$ cat config.mk
export PLATFORM = sky130hd
export DESIGN_NAME = counter4_seq_ctrl
export DESIGN_NICKNAME = d
export VERILOG_FILES = /design/src/rtl/counter4_pkg.sv /design/src/rtl/counter4_seq_ctrl.sv
export SDC_FILE = /design/constraint.sdc
export NUM_CORES = 1
export LEC_CHECK = 0
export CAP_MARGIN = 20
export CORE_ASPECT_RATIO = 2
export CORE_MARGIN = 1.5
export CORE_UTILIZATION = 25
export DETAILED_ROUTE_END_ITERATION = 7
export PLACE_DENSITY = 0.44
export SYNTH_ARGS = -nofsm -noshare
export SYNTH_HDL_FRONTEND = slang
export SYNTH_SLANG_ARGS = --single-unit
$ cat constraint.sdc
create_clock -name clk -period 6.1 [get_ports clk]
set_input_delay 1.83 -clock clk [delete_from_list [all_inputs] [get_ports clk]]
set_output_delay 1.83 -clock clk [all_outputs]
set_load 0.005 [all_outputs]
$ cat src/rtl/counter4_pkg.sv
// Shared types and defaults for the counter4 sequencing controller.
// Holds the controller state encoding and the drain timer sizing.
package counter4_pkg;

    typedef enum logic [1:0] {
        IDLE,
        RUN,
        DRAIN,
        REPORT
    } state_t;

    localparam int CW_DEF  = 4;
    localparam int LAT_DEF = 2;

    function automatic int tmr_w(input int lat);
        return $clog2(lat + 1);
    endfunction

    localparam int LAT_TW = tmr_w(LAT_DEF);

endpackage

$ cat src/rtl/counter4_seq_ctrl.sv
// Issues exactly N enable pulses to counter4, waits out its pipeline,
// then reports the issued count, abort flag and a count-mismatch flag.
module counter4_seq_ctrl
    import counter4_pkg::*;
#(
    parameter int CW  = CW_DEF,
    parameter int LAT = LAT_DEF
) (
    input  logic          clk,
    input  logic          rst_n,
    input  logic          req_valid,
    output logic          req_ready,
    input  logic [CW-1:0] req_len,
    input  logic          hold,
    input  logic          abort,
    output logic          cnt_en,
    input  logic [CW-1:0] cnt_value,
    output logic          busy,
    output logic          done,
    output logic [CW-1:0] done_count,
    output logic          done_abort,
    output logic          done_err
);

    localparam int TW = tmr_w(LAT);

    state_t        state_q, state_d;
    logic [CW-1:0] base_q, base_d;
    logic [CW-1:0] rem_q, rem_d;
    logic [CW-1:0] issued_q, issued_d;
    logic          aborted_q, aborted_d;
    logic [TW-1:0] tmr_q, tmr_d;
    logic [CW-1:0] done_count_q, done_count_d;
    logic          done_abort_q, done_abort_d;
    logic          done_err_q, done_err_d;
    logic [CW-1:0] diff;
    logic          err_now;

    // Difference is taken in CW bits so counter wrap-around is harmless.
    assign diff    = cnt_value - base_q;
    assign err_now = diff != issued_q;

    always_ff @(posedge clk or negedge rst_n) begin
        if (!rst_n) begin
            state_q      <= IDLE;
            base_q       <= '0;
            rem_q        <= '0;
            issued_q     <= '0;
            aborted_q    <= 1'b0;
            tmr_q        <= '0;
            done_count_q <= '0;
            done_abort_q <= 1'b0;
            done_err_q   <= 1'b0;
        end else begin
            state_q      <= state_d;
            base_q       <= base_d;
            rem_q        <= rem_d;
            issued_q     <= issued_d;
            aborted_q    <= aborted_d;
            tmr_q        <= tmr_d;
            done_count_q <= done_count_d;
            done_abort_q <= done_abort_d;
            done_err_q   <= done_err_d;
        end
    end

    always_comb begin
        state_d      = state_q;
        base_d       = base_q;
        rem_d        = rem_q;
        issued_d     = issued_q;
        aborted_d    = aborted_q;
        tmr_d        = '0;
        done_count_d = done_count_q;
        done_abort_d = done_abort_q;
        done_err_d   = done_err_q;
        cnt_en       = 1'b0;
        unique case (state_q)
            IDLE: begin
                if (req_valid) begin
                    base_d    = cnt_value;
                    rem_d     = req_len;
                    issued_d  = '0;
                    aborted_d = 1'b0;
                    state_d   = (req_len != '0) ? RUN : DRAIN;
                end
            end
            RUN: begin
                cnt_en = !hold && !abort;
                if (abort) begin
                    aborted_d = 1'b1;
                    state_d   = DRAIN;
                end else if (!hold) begin
                    rem_d    = rem_q - CW'(1);
                    issued_d = issued_q + CW'(1);
                    if (rem_q == CW'(1)) begin
                        state_d = DRAIN;
                    end
                end
            end
            DRAIN: begin
                if (tmr_q == TW'(LAT - 1)) begin
                    state_d      = REPORT;
                    done_count_d = issued_q;
                    done_abort_d = aborted_q;
                end else begin
                    tmr_d = tmr_q + TW'(1);
                end
            end
            REPORT: begin
                done_err_d = err_now;
                state_d    = IDLE;
            end
        endcase
    end

    assign req_ready  = state_q == IDLE;
    assign busy       = state_q != IDLE;
    assign done       = state_q == REPORT;
    assign done_count = done_count_q;
    assign done_abort = done_abort_q;
    // The error flag is live in REPORT and held afterwards.
    assign done_err   = done ? err_now : done_err_q;

endmodule

==> impl_metrics.json <==
{
  "status": "completed",
  "cpMaxStageDelayCell": "clkdlybuf4s50_1",
  "ys_ff_latch": 23,
  "final_common_cell": "dfrtp_1",
  "clockRootBuffer": "clkbuf_8",
  "rrSetupSlack_ns": 3.92,
  "clock_path_buffers": 2,
  "critPathMaxFanout": 2,
  "setup_tns_ns": 0,
  "drtIter0Drc": 13,
  "die_height_um": 107,
  "area.sequential_um2": 576,
  "swShare_pct": 38.3,
  "yosysWarnings": 0,
  "dp_cells": 208,
  "syn_nets": 156,
  "synthCells": 132,
  "gp_congestion": 0.798,
  "yosysSeqAreaShare_pct": 42.4,
  "hold_path.class": "reg2reg",
  "port_buffers": 22,
  "slew_headroom_pct": 58.8,
  "vdd_drop_max_uv": 228,
  "cts_hold_buf": 0,
  "grt_pass1_wl_um": 5280,
  "post_cts_buffers": 0,
  "max_freq_mhz": 169,
  "detail_route.wirelength_um": 3160,
  "crit_chain": "clkdlybuf4s50_1 -> inv_1 -> ha_1 -> inv_1 -> fa_1 -> xnor3_1 -> nand4_1 -> o32a_1 -> clkdlybuf4s50_1",
  "grt.total_usage_pct": 12.3,
  "cts_tree": "built",
  "hold_violations": 0,
  "tightestPinTransition_ns": 0.618,
  "die_area_um2": 5910,
  "overflow": 0,
  "drtPass1Iterations": 4,
  "n_fill_cell": 558,
  "comb_power_share_pct": 53.2,
  "multi_input_area_um2": 693,
  "drive_gt1_share_pct": 9.03,
  "top_level_ports": 23,
  "whs_ns": 0.468,
  "p_clk_share_pct": 12.1,
  "post_drt_wl_per_cell_um": 14.8,
  "cap_violations": 0,
  "cp.required_ns": 4.27,
  "routed-via-count": 1071,
  "antenna_cells": 0,
  "syn_avg_cell_area_um2": 10.3,
  "placementRows": 37,
  "worstSetupEndpointType": "output pin",
  "htree_levels": 1,
  "rsz0062_at_grt": "no",
  "place_hpwl_um": 2470,
  "syn_to_final_growth_pct": 25.6,
  "clk_latency_ns": 0.27,
  "drv_slew": 0,
  "cts.sinks": 23,
  "final_cell_count_no_fill": 213,
  "timing.final.crit_share_pct": 96.8,
  "core_area_um2": 5180,
  "p_leak_uw": 0.000763,
  "drt.antenna.violating_nets": 0,
  "slowest_delay_ns": 0.45,
  "final_cell_mix": "dfrtp_1 (23), clkdlybuf4s50_1 (22), inv_1 (17)",
  "arrival_ns": 4.08,
  "synthDistinctLibCells": 36,
  "path_buf_inv": 4,
  "path_delay_family": "buffers and inverters",
  "setup_viol": 0,
  "vias_per_cell": 5.03,
  "p_int_uw": 489,
  "clk_pin_slew_ns": 0.08,
  "start_kind": "primary input",
  "pwr-share-seq_pct": 34.7,
  "finalClockSkew_ns": 0.00588,
  "fin_crit_ns": 5.91,
  "numCtsBuffers": 3,
  "syn_area_um2": 1360,
  "p_sw_uw": 303,
  "powerDensity_nw_per_um2": 464,
  "nNetsFinal": 180,
  "die_w_um": 55.1,
  "start_util_pct": 26.2,
  "cts_resized": 0,
  "critPathKind": "in2out",
  "grt_max_degree": 24,
  "grt_pass1_vias": 1162,
  "drc": 0,
  "antenna_found_initial": 0
}
[cell usage after synthesis]
cell type | count | share of area [%]
o21ai_0 | 9 | 3.3
nand3b_1 | 2 | 1.1
o2111ai_1 | 4 | 2.6
clkbuf_1 | 1 | 0.28
and3_1 | 2 | 0.92
a31oi_1 | 1 | 0.46
nand2_1 | 11 | 3.0
buf_2 | 3 | 1.1
nor3b_2 | 1 | 0.92
and2_1 | 2 | 0.92
xnor3_1 | 2 | 3.3
ha_1 | 10 | 9.2
xor2_1 | 1 | 0.64
nor3_1 | 1 | 0.37
o221a_2 | 1 | 0.83
o32a_1 | 1 | 0.74
mux2_2 | 5 | 4.1
o221ai_1 | 2 | 1.3
dfrtp_1 | 23 | 42
mux2i_1 | 4 | 2.9
fa_1 | 1 | 1.5
nand4_1 | 3 | 1.4
nand4b_1 | 1 | 0.64
buf_4 | 1 | 0.55
and2b_2 | 1 | 0.64
nor2_1 | 3 | 0.83
nor4b_1 | 1 | 0.64
and4b_1 | 1 | 0.74
o211ai_1 | 2 | 1.1
o21a_1 | 2 | 1.1
xnor2_1 | 1 | 0.64
nand2b_1 | 2 | 0.92
inv_1 | 17 | 4.7
a21oi_1 | 5 | 1.8
nor2b_1 | 4 | 1.8
nor4_1 | 1 | 0.46
[worst register-to-register path, stage by stage (launching register included)]
cell,delay [ns]
dfrtp_1,0.41
inv_1,0.11
ha_1,0.56
nor3b_2,0.27
buf_4,0.18
o21a_1,0.35
mux2i_1,0.23
[layout make-up]
cell class | instances | share of cell area (%)
timing repair buffer | 24 | 15.0
clock buffer | 3 | 2.42
multi-input combinational | 87 | 40.6
clock inverter | 1 | 0.293
tap | 58 | 4.25
sequential | 23 | 33.7
inverter | 17 | 3.74
[metrics by stage]
stage | util, % | total power [µW] | setup WS, ns | cell area, µm²
after detailed placement | 31.5 | 706 | 0.160 | 1630
after floorplan | - | 559 | 1.11 | 1360
after global placement | 31.5 | 690 | 0.195 | 1630
after CTS | 32.4 | 807 | 0.177 | 1680
after global routing | 32.9 | 874 | 0.0474 | 1710
final | 32.9 | 792 | 0.193 | 1710
[power groups by stage]
stage / Combinational, µW / Sequential (µW) / Clock, µW
after floorplan: 294 / 265 / 0
after global placement: 415 / 275 / 0
after detailed placement: 427 / 279 / 0
after CTS: 429 / 276 / 101
after global routing: 480 / 286 / 107
final: 422 / 275 / 95.4
[state kept, by name (all words and copies together), names as in the netlist]
signal / cells
base_q: 4
done_count: 4
done_err_q: 1
aborted_q: 1
rem_q: 4
done_abort: 1
state_q: 2
tmr_q: 2
issued_q: 4
[worst paths after layout]
path,from,to,cells after the start
max,cnt_value[0],done_err,9
min,tmr_q[0]$_DFF_PN0_,tmr_q[0]$_DFF_PN0_,1
max reg2reg,state_q[1]$_DFFE_PN0P_,rem_q[0]$_DFFE_PN0P_,6
min reg2reg,tmr_q[0]$_DFF_PN0_,tmr_q[0]$_DFF_PN0_,1
max in group asynchronous,rst_n,issued_q[1]$_DFFE_PN0P_,2
min in group asynchronous,rst_n,tmr_q[1]$_DFF_PN0_,1
[layer usage]
metal,share of wire [%],track usage (%),vias up
met2,53,20.3,25
li1,-,-,509
met1,39,13.9,528
met5,0,0,-
met3,3.5,1.81,9
met4,4.1,7.84,0
[kinds of logic after synthesis]
kind of cell | Yosys count | synth area share (%)
buffers and inverters | 22 | 6.63
adders and majority gates | 11 | 10.7
xor gates and xnor gates | 4 | 4.60
and+or+nand+nor | 36 | 15.4
AOI/OAI and AO/OA | 27 | 13.3
muxes | 9 | 7.09
DFF | 23 | 42.4
No activity file was read; power rests on OpenSTA's default activity.
